File: config.mk
export PLATFORM = sky130hd
export DESIGN_NAME = alu_seq_ctrl_flat
export DESIGN_NICKNAME = d
export VERILOG_FILES = /design/src/rtl/alu_seq_ctrl_if.sv /design/src/rtl/alu_seq_ctrl.sv /design/src/flat_wrapper.sv
export SDC_FILE = /design/constraint.sdc
export NUM_CORES = 1
export LEC_CHECK = 0
export ABC_AREA = 1
export BUFFER_PORTS_ARGS = -buffer_cell sky130_fd_sc_hd__buf_4
export CORE_MARGIN = 5
export CORE_UTILIZATION = 30
export CTS_CLUSTER_DIAMETER = 50
export DETAILED_ROUTE_END_ITERATION = 10
export PLACE_DENSITY_LB_ADDON = 0.3
export SLEW_MARGIN = 30
export SYNTH_ARGS = -nofsm -noshare
export SYNTH_HDL_FRONTEND = slang
export SYNTH_SLANG_ARGS = --single-unit
File: constraint.sdc
create_clock -name clk_i -period 4.2 [get_ports clk_i]
set_input_delay 0.21 -clock clk_i [delete_from_list [all_inputs] [get_ports clk_i]]
set_output_delay 0.21 -clock clk_i [all_outputs]
set_load 0.05 [all_outputs]
File: src/rtl/alu_seq_ctrl_if.sv
// Bundle between the control unit, the 16-bit sequencer and the shared 8-bit alu.
// The sequencer uses the slave modport. The control unit and alu side use the master modport.
interface alu_seq_ctrl_if #(
    parameter int ALU_OP_W = 9
) ();
    logic                start_i;
    logic [1:0]          cmd_i;
    logic [15:0]         a_i;
    logic [15:0]         b_i;
    logic [7:0]          alu_rs_o;
    logic [7:0]          alu_rt_o;
    logic [ALU_OP_W-1:0] alu_op_o;
    logic [7:0]          alu_result_i;
    logic                alu_carry_i;
    logic                busy_o;
    logic                done_o;
    logic [15:0]         result_o;
    logic                carry_o;
    logic                neg_o;
    logic                zero_o;
    logic                err_o;

    modport slave (
        input  start_i, cmd_i, a_i, b_i, alu_result_i, alu_carry_i,
        output alu_rs_o, alu_rt_o, alu_op_o,
        output busy_o, done_o, result_o, carry_o, neg_o, zero_o, err_o
    );

    modport master (
        output start_i, cmd_i, a_i, b_i, alu_result_i, alu_carry_i,
        input  alu_rs_o, alu_rt_o, alu_op_o,
        input  busy_o, done_o, result_o, carry_o, neg_o, zero_o, err_o
    );
endinterface

File: src/rtl/alu_seq_ctrl.sv
// Sequencer that builds 16-bit ADD/SUB/LSL from low, high and carry fix-up passes on an 8-bit alu.
// Optional build macro ALU_SEQ_CONST_LATENCY_EN always visits FIX, which gives a fixed latency.
module alu_seq_ctrl #(
    parameter int   ALU_OP_W = 9,
    parameter logic OP_LSB   = 1'b0
) (
    input  logic           clk_i,
    input  logic           reset_i,
    alu_seq_ctrl_if.slave  bus
);
    localparam int OPC_W = ALU_OP_W - 1;
    localparam logic [OPC_W-1:0] OPC_NOP = OPC_W'(0);
    localparam logic [OPC_W-1:0] OPC_ADD = OPC_W'(1);
    localparam logic [OPC_W-1:0] OPC_SUB = OPC_W'(2);
    localparam logic [OPC_W-1:0] OPC_LSL = OPC_W'(3);
    localparam logic [OPC_W-1:0] OPC_OR  = OPC_W'(4);

    localparam logic [1:0] CMD_ADD = 2'b00;
    localparam logic [1:0] CMD_SUB = 2'b01;
    localparam logic [1:0] CMD_LSL = 2'b10;
    localparam logic [1:0] CMD_RSV = 2'b11;

    typedef enum logic [2:0] {S_IDLE, S_LO, S_HI, S_FIX, S_DONE} state_t;

    state_t      state_q, state_d;
    logic [15:0] a_q, a_d, b_q, b_d;
    logic [1:0]  cmd_q, cmd_d;
    logic [7:0]  lo_q, lo_d, hi_q, hi_d;
    logic        c_lo_q, c_lo_d, c_hi_q, c_hi_d;
    logic        busy_q, busy_d, done_q, done_d;
    logic [15:0] result_q, result_d;
    logic        carry_q, carry_d, neg_q, neg_d, zero_q, zero_d, err_q, err_d;

    logic [OPC_W-1:0] opc;
    logic [OPC_W-1:0] cmd_opc;
    logic [7:0]       rs, rt;
    logic             is_lsl;

    assign is_lsl = (cmd_q == CMD_LSL);
    always_comb begin
        case (cmd_q)
            CMD_SUB: cmd_opc = OPC_SUB;
            CMD_LSL: cmd_opc = OPC_LSL;
            default: cmd_opc = OPC_ADD;
        endcase
    end

    // State register
    always_ff @(posedge clk_i) begin
        if (reset_i) state_q <= S_IDLE;
        else         state_q <= state_d;
    end

    // Next-state logic
    always_comb begin
        state_d = state_q;
        case (state_q)
            S_IDLE: if (bus.start_i) state_d = (bus.cmd_i == CMD_RSV) ? S_DONE : S_LO;
            S_LO:   state_d = S_HI;
`ifdef ALU_SEQ_CONST_LATENCY_EN
            S_HI:   state_d = S_FIX;
`else
            S_HI:   state_d = c_lo_q ? S_FIX : S_DONE;
`endif
            S_FIX:  state_d = S_DONE;
            S_DONE: state_d = S_IDLE;
            default: state_d = S_IDLE;
        endcase
    end

    // alu drive; the fix-up operand is c_lo itself so a skipped carry adds/ORs zero
    always_comb begin
        rs  = 8'h00;
        rt  = 8'h00;
        opc = OPC_NOP;
        case (state_q)
            S_LO: begin
                rs  = a_q[7:0];
                rt  = is_lsl ? 8'h01 : b_q[7:0];
                opc = cmd_opc;
            end
            S_HI: begin
                rs  = a_q[15:8];
                rt  = is_lsl ? 8'h01 : b_q[15:8];
                opc = cmd_opc;
            end
            S_FIX: begin
                rs  = hi_q;
                rt  = {7'b0, c_lo_q};
                opc = is_lsl ? OPC_OR : cmd_opc;
            end
            default: ;
        endcase
    end

    assign bus.alu_rs_o = rs;
    assign bus.alu_rt_o = rt;
    assign bus.alu_op_o = {opc, OP_LSB};

    // Datapath and registered outputs
    always_comb begin
        logic        fin;
        logic [15:0] fin_res;
        logic        fin_c;
        a_d = a_q; b_d = b_q; cmd_d = cmd_q;
        lo_d = lo_q; hi_d = hi_q; c_lo_d = c_lo_q; c_hi_d = c_hi_q;
        result_d = result_q; carry_d = carry_q; neg_d = neg_q; zero_d = zero_q; err_d = err_q;
        busy_d  = (state_d == S_LO) || (state_d == S_HI) || (state_d == S_FIX);
        done_d  = 1'b0;
        fin     = 1'b0;
        fin_res = 16'h0000;
        fin_c   = 1'b0;
        case (state_q)
            S_IDLE: if (bus.start_i) begin
                a_d   = bus.a_i;
                b_d   = bus.b_i;
                cmd_d = bus.cmd_i;
                err_d = 1'b0;
                if (bus.cmd_i == CMD_RSV) begin
                    fin   = 1'b1;
                    err_d = 1'b1;
                end
            end
            S_LO: begin
                lo_d   = bus.alu_result_i;
                c_lo_d = bus.alu_carry_i;
            end
            S_HI: begin
                hi_d    = bus.alu_result_i;
                c_hi_d  = bus.alu_carry_i;
                fin     = (state_d == S_DONE);
                fin_res = {bus.alu_result_i, lo_q};
                fin_c   = bus.alu_carry_i;
            end
            S_FIX: begin
                hi_d    = bus.alu_result_i;
                fin     = 1'b1;
                fin_res = {bus.alu_result_i, lo_q};
                fin_c   = c_hi_q | (bus.alu_carry_i & ~is_lsl);
            end
            default: ;
        endcase
        if (fin) begin
            done_d   = 1'b1;
            result_d = fin_res;
            carry_d  = fin_c;
            neg_d    = fin_res[15];
            zero_d   = (fin_res == 16'h0000);
        end
    end

    always_ff @(posedge clk_i) begin
        if (reset_i) begin
            a_q <= '0; b_q <= '0; cmd_q <= '0;
            lo_q <= '0; hi_q <= '0; c_lo_q <= 1'b0; c_hi_q <= 1'b0;
            busy_q <= 1'b0; done_q <= 1'b0; result_q <= '0;
            carry_q <= 1'b0; neg_q <= 1'b0; zero_q <= 1'b0; err_q <= 1'b0;
        end else begin
            a_q <= a_d; b_q <= b_d; cmd_q <= cmd_d;
            lo_q <= lo_d; hi_q <= hi_d; c_lo_q <= c_lo_d; c_hi_q <= c_hi_d;
            busy_q <= busy_d; done_q <= done_d; result_q <= result_d;
            carry_q <= carry_d; neg_q <= neg_d; zero_q <= zero_d; err_q <= err_d;
        end
    end

    assign bus.busy_o   = busy_q;
    assign bus.done_o   = done_q;
    assign bus.result_o = result_q;
    assign bus.carry_o  = carry_q;
    assign bus.neg_o    = neg_q;
    assign bus.zero_o   = zero_q;
    assign bus.err_o    = err_q;
endmodule
File: src/flat_wrapper.sv
// flat-port wrapper written by rule: the top's interface ports become plain ports
module alu_seq_ctrl_flat 
#(
    parameter int   ALU_OP_W = 9,
    parameter logic OP_LSB   = 1'b0
)
  (clk_i, reset_i, bus_start_i, bus_cmd_i, bus_a_i, bus_b_i, bus_alu_result_i, bus_alu_carry_i, bus_alu_rs_o, bus_alu_rt_o, bus_alu_op_o, bus_busy_o, bus_done_o, bus_result_o, bus_carry_o, bus_neg_o, bus_zero_o, bus_err_o);
  alu_seq_ctrl_if #(.ALU_OP_W(ALU_OP_W)) bus_i ();
  input  logic clk_i;
  input  logic reset_i;
  input wire logic [$bits(bus_i.start_i)-1:0] bus_start_i;
  input wire logic [$bits(bus_i.cmd_i)-1:0] bus_cmd_i;
  input wire logic [$bits(bus_i.a_i)-1:0] bus_a_i;
  input wire logic [$bits(bus_i.b_i)-1:0] bus_b_i;
  input wire logic [$bits(bus_i.alu_result_i)-1:0] bus_alu_result_i;
  input wire logic [$bits(bus_i.alu_carry_i)-1:0] bus_alu_carry_i;
  output wire logic [$bits(bus_i.alu_rs_o)-1:0] bus_alu_rs_o;
  output wire logic [$bits(bus_i.alu_rt_o)-1:0] bus_alu_rt_o;
  output wire logic [$bits(bus_i.alu_op_o)-1:0] bus_alu_op_o;
  output wire logic [$bits(bus_i.busy_o)-1:0] bus_busy_o;
  output wire logic [$bits(bus_i.done_o)-1:0] bus_done_o;
  output wire logic [$bits(bus_i.result_o)-1:0] bus_result_o;
  output wire logic [$bits(bus_i.carry_o)-1:0] bus_carry_o;
  output wire logic [$bits(bus_i.neg_o)-1:0] bus_neg_o;
  output wire logic [$bits(bus_i.zero_o)-1:0] bus_zero_o;
  output wire logic [$bits(bus_i.err_o)-1:0] bus_err_o;
  assign bus_i.start_i = bus_start_i;
  assign bus_i.cmd_i = bus_cmd_i;
  assign bus_i.a_i = bus_a_i;
  assign bus_i.b_i = bus_b_i;
  assign bus_i.alu_result_i = bus_alu_result_i;
  assign bus_i.alu_carry_i = bus_alu_carry_i;
  assign bus_alu_rs_o = bus_i.alu_rs_o;
  assign bus_alu_rt_o = bus_i.alu_rt_o;
  assign bus_alu_op_o = bus_i.alu_op_o;
  assign bus_busy_o = bus_i.busy_o;
  assign bus_done_o = bus_i.done_o;
  assign bus_result_o = bus_i.result_o;
  assign bus_carry_o = bus_i.carry_o;
  assign bus_neg_o = bus_i.neg_o;
  assign bus_zero_o = bus_i.zero_o;
  assign bus_err_o = bus_i.err_o;
  alu_seq_ctrl #(.ALU_OP_W(ALU_OP_W), .OP_LSB(OP_LSB)) u_core (.clk_i(clk_i), .reset_i(reset_i), .bus(bus_i));
endmodule
# Word level (Yosys, flattened, before mapping)

Index checks and enable logic that the tools add are counted.

Register bits: 77
Logic and storage cells: 52
Input bits: 46
Output and inout port bits: 47

Eq/ne operators: 10
Reduce and logical (&&, ||, !) cells: 7
Bitwise gates (word level): 3
Mux-type cells: 17

Operator list:

| operator             | count |
|---|---|
| $pmux W8 S3          | 2 |
| $logic_not A16 Y1    | 1 |
| $mux W16             | 1 |
| $mux W8              | 2 |
| $pmux W8 S2          | 1 |
| $eq A3 B2 Y1 const B | 4 |
| $mux W3              | 4 |
| $pmux W3 S4          | 1 |
| $eq A3 B1 Y1 const B | 2 |
| $eq A2 B2 Y1 const B | 2 |
| $pmux W2 S2          | 1 |
| $reduce_or A2 Y1     | 2 |
| $eq A3 B3 Y1 const B | 1 |
| $logic_not A3 Y1     | 1 |
| $mux W1              | 3 |
| $pmux W1 S3          | 1 |
| $eq A2 B1 Y1 const B | 1 |
| $logic_or A1 B1 Y1   | 2 |
| $pmux W1 S2          | 1 |
| $reduce_and A2 Y1    | 1 |
| $and A1 B1 Y1        | 1 |
| $not A1 Y1           | 1 |
| $or A1 B1 Y1         | 1 |

# Depth between registers and ports, before layout

Gate-level depths: netlist of the first run.

Depth in word-level cells: 7
Mapped depth: 9
Depth with buffers taken out: 8

# Worst setup path after synthesis of the first run

Ideal clock, no wire load.

Kind: reg-to-output
Start: reg u_core.state_q[2]
End: out bus_alu_rt_o[1]
Required time: 3990 ps
Path slack: 1987 ps
Arrival: 2003 ps
Buffers on the path: 1
Stages on the path, launching flop included: 5
Path through: dfxtp_1 nor2_4 nand2_1 buf_2 o31ai_1

Word-level cells in the longest chain between the ends: 2
Elaborated cells on any way between the ends: 4
Classes of those cells: eq/ne (3); mux (1)

Ends and longest elaborated chain:

| what                                                | RTL line           | RTL |
|---|---|---|
| start: declaration                                  | alu_seq_ctrl.sv:25 | `state_t state_q, state_d;` |
| start signal: assignment                            | alu_seq_ctrl.sv:51 | `else state_q <= state_d;` |
| $eq A3 B2 Y1 / $eq A3 B1 Y1 (equally long branches) | alu_seq_ctrl.sv:76 | `case (state_q)` |
| $pmux W8 S3 *                                       | alu_seq_ctrl.sv:76 |  |
| end: declaration                                    | flat_wrapper.sv:18 | `output wire logic [$bits(bus_i.alu_rt_o)-1:0] bus_alu_rt_o;` |

Mark *: on every way between the ends. The rest lies on a longest branch, timed or not.

# Worst setup path in the final report of the first run

Start: reg u_core.state_q[0]
End: out bus_alu_rt_o[0]

The elaborated chain is that of the path after synthesis.

==> results of run 1 <==
## stage by stage
stage	hold WS, ps	util [%]	instance area, um^2	worst slack (ps)
6_report	115	39.2	4070	1890
2_1_floorplan	353	-	3210	1990
3_5_place_dp	445	37.3	3870	1930
5_1_grt	122	39.2	4070	1680
4_1_cts	102	39.2	4060	1540
3_3_place_gp	441	37.3	3870	1970
## worst max-delay path: cells and delay by family (launching register included)
family          cells  cell delay [ps]
compound gates      2              240
simple gates        2              480
flops               1              400
buf+inv             3              630
## area by class of cell
class                   instances  area (um^2)
fillers                      1100         6300
flip-flops and latches         76         1520
multi-input cells             271         1320
repair buffers                 87          653
inverters                      54          205
well taps                     136          170
clock buffers                  10          128
clock inverters                 6         65.1
## final timing paths
check,start,end,slack [ps],depth (start not counted)
setup / recovery,u_core.state_q[0],bus_alu_rt_o[0],1890,7
hold / removal,bus_b_i[1],u_core.b_q[1],120,3
setup reg to reg,u_core.state_q[2],u_core.bus.result_o[4],2130,8
hold reg to reg,u_core.a_q[15],u_core.a_q[15],450,2
## power by group through the flow
stage	registers (mW)	logic, mW	clock network, mW
5_1_grt	0.807	0.373	0.601
3_3_place_gp	0.817	0.335	0
6_report	0.801	0.337	0.555
3_5_place_dp	0.817	0.340	0
2_1_floorplan	0.869	0.185	0
4_1_cts	0.801	0.341	0.572
## metal layers
layer	share of wire (%)	GRT usage, %
met2	45	21.1
met1	48	18.0
met4	1.2	4.33
met5	0	0
met3	5.7	3.48
## cells by family after synthesis
kind of cell | after synthesis | share of synthesized area [%]
AOI/OAI and AO/OA | 137 | 23.1
and+or+nand+nor | 125 | 16.4
buffers and inverters | 85 | 11.5
DFF | 76 | 47.7
adders and majority gates | 3 | 1.18
other | 1 | 0.118
## flip-flops by register name, indices dropped and copies added (netlist names)
| name | count |
|---|---|
| u_core.bus.zero_o | 1 |
| u_core.cmd_q | 2 |
| u_core.bus.err_o | 1 |
| u_core.c_hi_q | 1 |
| u_core.bus.result_o | 15 |
| u_core.lo_q | 8 |
| u_core.bus.carry_o | 1 |
| u_core.bus.neg_o | 1 |
| u_core.a_q | 16 |
| u_core.state_q | 3 |
| u_core.hi_q | 8 |
| u_core.c_lo_q | 1 |
| u_core.bus.done_o | 1 |
| u_core.b_q | 16 |
| u_core.bus.busy_o | 1 |
## placed cells by master, fill, tap and decap left out, drive strengths merged
| cell type | synthesis | layout |
|---|---|---|
| clkinv | 2 | 6 |
| clkbuf | 12 | 10 |
| o211ai | 1 | 1 |
| nand2 | 68 | 68 |
| buf | 19 | 87 |
| a31oi | 1 | 1 |
| bufinv | 0 | 1 |
| conb | 1 | 6 |
| o21ai | 63 | 63 |
| o31ai | 7 | 7 |
| inv | 52 | 52 |
| nand3 | 9 | 9 |
| nor2 | 48 | 48 |
| a21oi | 57 | 57 |
| dfxtp | 76 | 76 |
| o221ai | 8 | 8 |
| clkinvlp | 0 | 1 |
| ha | 3 | 3 |
==> summary by stage, run 1 <==
GRT
For this run the aggregate overflow at the end of global routing stands at 0. The first global-routing pass estimated 13900 um of wire. The via count of the first global-routing pass is 2844. The largest net degree at the start of global routing is 63. The all-layer global routing usage is 13.4%. The number of antenna violations at the first check in global routing was 0.

Routing
The pre-antenna-repair detailed-routing pass consisted of 4 iterations. The first routing iteration left 137 violations. The number of design rule violations left after detail routing is 0.

The average vias per placed instance is 4.60. The count of nets left with antenna violations once routing finished came out at 0. The final wirelength is 8580 um. The wire length per cell is 13.4 um. Summing over every cut layer, the via total after detailed routing is 2945.

Place
The count of buffers added on input and output ports is 86. Counting tap cells, the placed design contains a total of 624 instances. Routability-driven placement finished with a final weighted congestion of 0.797. The placed wire-length estimate after detailed placement is 6230 um.

Timing
On the final layout, the worst clock skew is 6.55 ps. The number of failing hold endpoints at the final stage is 0. Timing would allow up to 433 MHz.

The setup TNS after final layout is 0 ps. At the pin with the least slew margin, the transition time is 682 ps. The number of max-slew violations in the final report is 0. Setup repair after global routing left no endpoint under its margin. The minimum period implied by the final worst setup slack is 2310 ps.

Dividing the final minimum period by the clock period gives 55.0%. The worst slew margin relative to its limit is 54.4%. Setup violations remaining at the end of the flow were counted as 0.

CTS
The post-cts sizing count is 0. The number of buffers between clock root and the deepest sink is 2. The cell at the root of the clock tree is sky130_fd_sc_hd__clkbuf_8. The number of clock sinks is 76. For the worst-skew pair, the clock arrives at the later sink with an insertion delay of 340 ps. After clock tree synthesis, the setup repair step added 0 buffers. The H-tree was split into 3 levels.

The clock transition time at the flip-flop clock pins of the worst setup and hold paths is 90 ps. TritonCTS built the clock tree. In this run, CTS created clock tree buffers numbering 9. The number of hold-repair buffers added at the cts stage is 0.

Logic synthesis
The number of synthesized flops with an enable pin is 0. Summed over all instances, the cell type with the most area after synthesis is sky130_fd_sc_hd__dfxtp_1. Counting flops and latches in the post-synthesis netlist gives 76. The instance count of the mapped netlist is 427.

The most numerous cell in the Yosys netlist is sky130_fd_sc_hd__dfxtp_1. The most used flip-flop cell after synthesis is sky130_fd_sc_hd__dfxtp_1. The count of different cell masters after synthesis is 24.

Counting flops with an async set or reset pin after synthesis yields a share of 0%. Yosys attributes the largest share of cell area to sky130_fd_sc_hd__dfxtp_1 (48%), sky130_fd_sc_hd__a21oi_1 (8.9%), sky130_fd_sc_hd__o21ai_0 (8.8%). The number of synthesis warnings is 0. The average cell area after synthesis is 7.47 um^2. The mapped netlist covers 3190 um^2. The top cell type by area accounts for 47.7% of the synthesized area. Ranked by instance count, the synthesized netlist is headed by sky130_fd_sc_hd__dfxtp_1 (76), sky130_fd_sc_hd__nand2_1 (66), sky130_fd_sc_hd__a21oi_1 (57), sky130_fd_sc_hd__o21ai_0 (56), sky130_fd_sc_hd__inv_1 (49). The sequential cell area fraction in the yosys report is 47.7%.

Floorplanning
93 I/O pins were placed. The area of the placeable core is 10400 um^2. The vertical extent of the die is 113 um. For this configuration, the core starts out at a cell density of 30.8%. The area of the die is 12800 um^2. The site row count is 37. The width of the die is 113 um.

Finish
The number of antenna diodes in the final layout is 0. Relative to the synthesized area, the layout overhead comes to 27.4%. The final layout contains 548 nets. The finished layout holds 640 standard cells, fillers aside. In the final layout, the share of cells above drive strength 1 is 22.0%.

Power and ir drop
Sequential cells account for 47.3% of the total power. The ratio of total power to cell area is 416 nW/um^2. The analysis attributes to net switching a power of 0.537 mW.

Summed over all cells, the static leakage comes to 1.82 nW. The power after layout is 1.69 mW. Per report_power, the clock group accounts for 32.8% of the total. The switching fraction of total power is 31.7%. Combinational logic is responsible for 19.9% of the overall power. Across the VDD grid, the largest voltage drop is 189 uV.

The internal power is 1.16 mW.

Worst setup path
The worst setup path is of the register to primary output kind. In this run the worst path has a maximum fanout of 30. Data on the critical path is required at its endpoint by 3990 ps. Walking the worst path, the cells encountered are inv_1 -> nor2_1 -> nand2_2 -> inv_1 -> o21ai_0 -> o211ai_1 -> buf_4. The arrival time of the worst setup path is 2100 ps. The cell that appears most often on the critical path is sky130_fd_sc_hd__inv_1. The cell with the biggest individual delay on the critical path is sky130_fd_sc_hd__dfxtp_1. The worst setup path is launched from a register.

The type of destination of the critical path is a primary output. For this run, the slowest stage of the critical path takes 400 ps.

Run status
The flow ran to the end, and the final reports show no timing, DRC or antenna violations.

Flow run
Across the run, the number of max-cap violations was 0.

Min path
The path class of the tightest hold or removal check is primary input to register.
Note: power is estimated with default switching activity, not from simulation.
==> run 2, diff against run 1 <==
clock period = 2 ns   (was 4.2 ns; I/O delays follow)
==> summary by stage, run 2 (synthesis gave the netlist of run 1 again) <==
GRT
The all-layer global routing usage is 13.8%. The wire length of the first global-routing pass is 14400 um. The number of antenna violations at the first check in global routing was 0. The via count of the first global-routing pass was 3000. The global-route congestion overflow total is 0. The largest net degree at the start of global routing is 62.

Finish
At the end of the flow, the number of nets in the layout was 558. The library cells used most frequently in the layout, excluding fill and tap cells, are sky130_fd_sc_hd__buf_4 (94), sky130_fd_sc_hd__dfxtp_1 (76), sky130_fd_sc_hd__nand2_1 (66). The area growth from synthesis to layout is 30.1%. 0 antenna diodes ended up in the layout. The post-route cell area is 4150 um^2. Excluding fillers, the count of instances in the completed layout stands at 650. The library cell used most frequently in the layout, excluding fill and tap cells, is sky130_fd_sc_hd__buf_4. Cells with a size suffix above 1 make up 22.8% of the layout.

CTS
The clock transition time at the flip-flop clock pins of the worst setup and hold paths is 80 ps. The total clock buffers created by CTS is 9. The number of setup buffers added after CTS is 0. The cell at the root of the clock tree is sky130_fd_sc_hd__clkbuf_8. CTS saw 76 sinks. The later pin in the worst-skew pair is clocked with a latency of 340 ps.

TritonCTS built the clock tree. The clock tree synthesis step divided the H-tree into 3 levels. The number of buffers between clock root and the deepest sink is 2.

Worst setup path
The critical path goes through inv_1 -> ha_1 -> buf_4 -> o21ai_0 -> o211ai_1 -> buf_4. For the worst setup path, the data required time is 1900 ps. For this run, the slowest stage of the critical path takes 370 ps. The critical path's most frequent cell is sky130_fd_sc_hd__buf_4. The slowest stage of the critical path is the sky130_fd_sc_hd__dfxtp_1 cell. The worst setup path is of the register to primary output kind. Setup slack on the worst reg-to-reg path comes out at 530 ps. The element type at the critical path start is a register. In this run the worst path has a maximum fanout of 9. Data arrives at the worst endpoint at 1740 ps.

The type of destination of the critical path is a primary output.

Timing
Setup repair after global routing left no endpoint under its margin. The number of max-slew violations in the final report is 0. The routed design could run at a clock period as short as 1840 ps. The total setup violations reported at the end of the flow is 0. Dividing the final minimum period by the clock period gives 92.2%. The number of failing hold endpoints at the final stage is 0. For the pin with the worst max-slew slack, the measured transition is 514 ps. Across the routed clock network, the largest skew measured is 9.55 ps.

The worst slew margin relative to its limit is 65.7%. The highest clock rate is 542 MHz.

Place
The port buffer count is 86. The final weighted congestion of routability-driven global placement is 0.776. The placed cell count is 631.

The placed wire-length estimate after detailed placement is 6370 um. The instance area at placement is 3920 um^2.

Power and ir drop
The power after layout is 3.58 mW. The worst-case IR drop observed on VDD is 342 uV. The ratio of total power to cell area is 862 nW/um^2. The leakage dissipation is 1.86 nW.

Floorplanning
The width of the die is 113 um. 93 I/O pins were placed. For this configuration, the core starts out at a cell density of 30.8%. The area of the die is 12800 um^2. The floorplan step defined a core boundary enclosing 10400 um^2.

The floorplan has 37 rows. The vertical extent of the die is 113 um.

Routing
The final route contains 3020 vias. Dividing the detail-routed wire length by the instance count gives 13.6 um. For this run, the detailed router's first-pass iteration total came to 4.

The routed design has 8810 um of wire. In the routed design, unresolved DRC markers number 0. The final antenna-violating net count is 0. In this run, the number of DRC markers left after iteration 0 of detailed routing was 191.

The average vias per placed instance is 4.65.

Run status
The run finished with clean final reports.

Min path
The path class of the tightest hold or removal check is primary input to register.

Flow run
Across the run, the number of max-cap violations was 0.
run 2: timing repair:
action	in CTS	in global routing
gates resized for setup	0	2
endpoints found under the hold margin	2	1
endpoints found under the setup margin	0	11
hold buffers	2	1
run 2: layout make-up:
type	count	area, um^2
inverter	54	209
multi-input combinational	271	1320
clock buffer	13	149
fill	1083	6220
sequential	76	1520
clock inverter	3	46.3
tap	136	170
timing repair buffer	97	736
run 2: path summary, 6_finish.rpt:
path,depth (start not counted),to,startpoint
setup / recovery,6,bus_alu_rt_o[0],u_core.cmd_q[0]
hold / removal,3,u_core.b_q[0],bus_b_i[0]
setup reg to reg,7,u_core.bus.result_o[3],u_core.state_q[1]
hold reg to reg,2,u_core.b_q[10],u_core.b_q[10]
run 2: per-layer routing:
metal  vias to the layer above  track usage [%]  routed length (um)
li1                       1534                -                   -
met1                      1401             17.8                4070
met2                        79             21.9                4110
met3                         6             5.08                 546
met4                         0             3.85                  81
met5                         -                0                   0
run 2: report_power, final:
group          switching, mW  internal (mW)  total (mW)  leakage, nW
clock network          0.551          0.615        1.17       0.0938
registers             0.0530           1.63        1.68        0.624
logic                  0.492          0.234       0.726         1.14
run 2: per-stage QoR:
step / hold WS (ps) / utilization, % / setup slack, ps / TNS [ps]
CTS: 0.846 / 39.9 / 51.3 / 0
floorplan: 243 / - / -103 / -720
finish: 22.0 / 40.0 / 156 / 0
global placement: 361 / 37.8 / 490 / 0
global route: 13.9 / 40.0 / 9.15 / 0
detailed placement: 368 / 37.8 / 446 / 0
run 2: worst max-delay path: cells and delay by family (launching register included):
kind | cells | cell delay, ps
adder cells (fa/ha/maj) | 1 | 210
buffers and inverters | 3 | 470
flip-flops | 1 | 370
AO/OA/AOI/OAI | 2 | 360
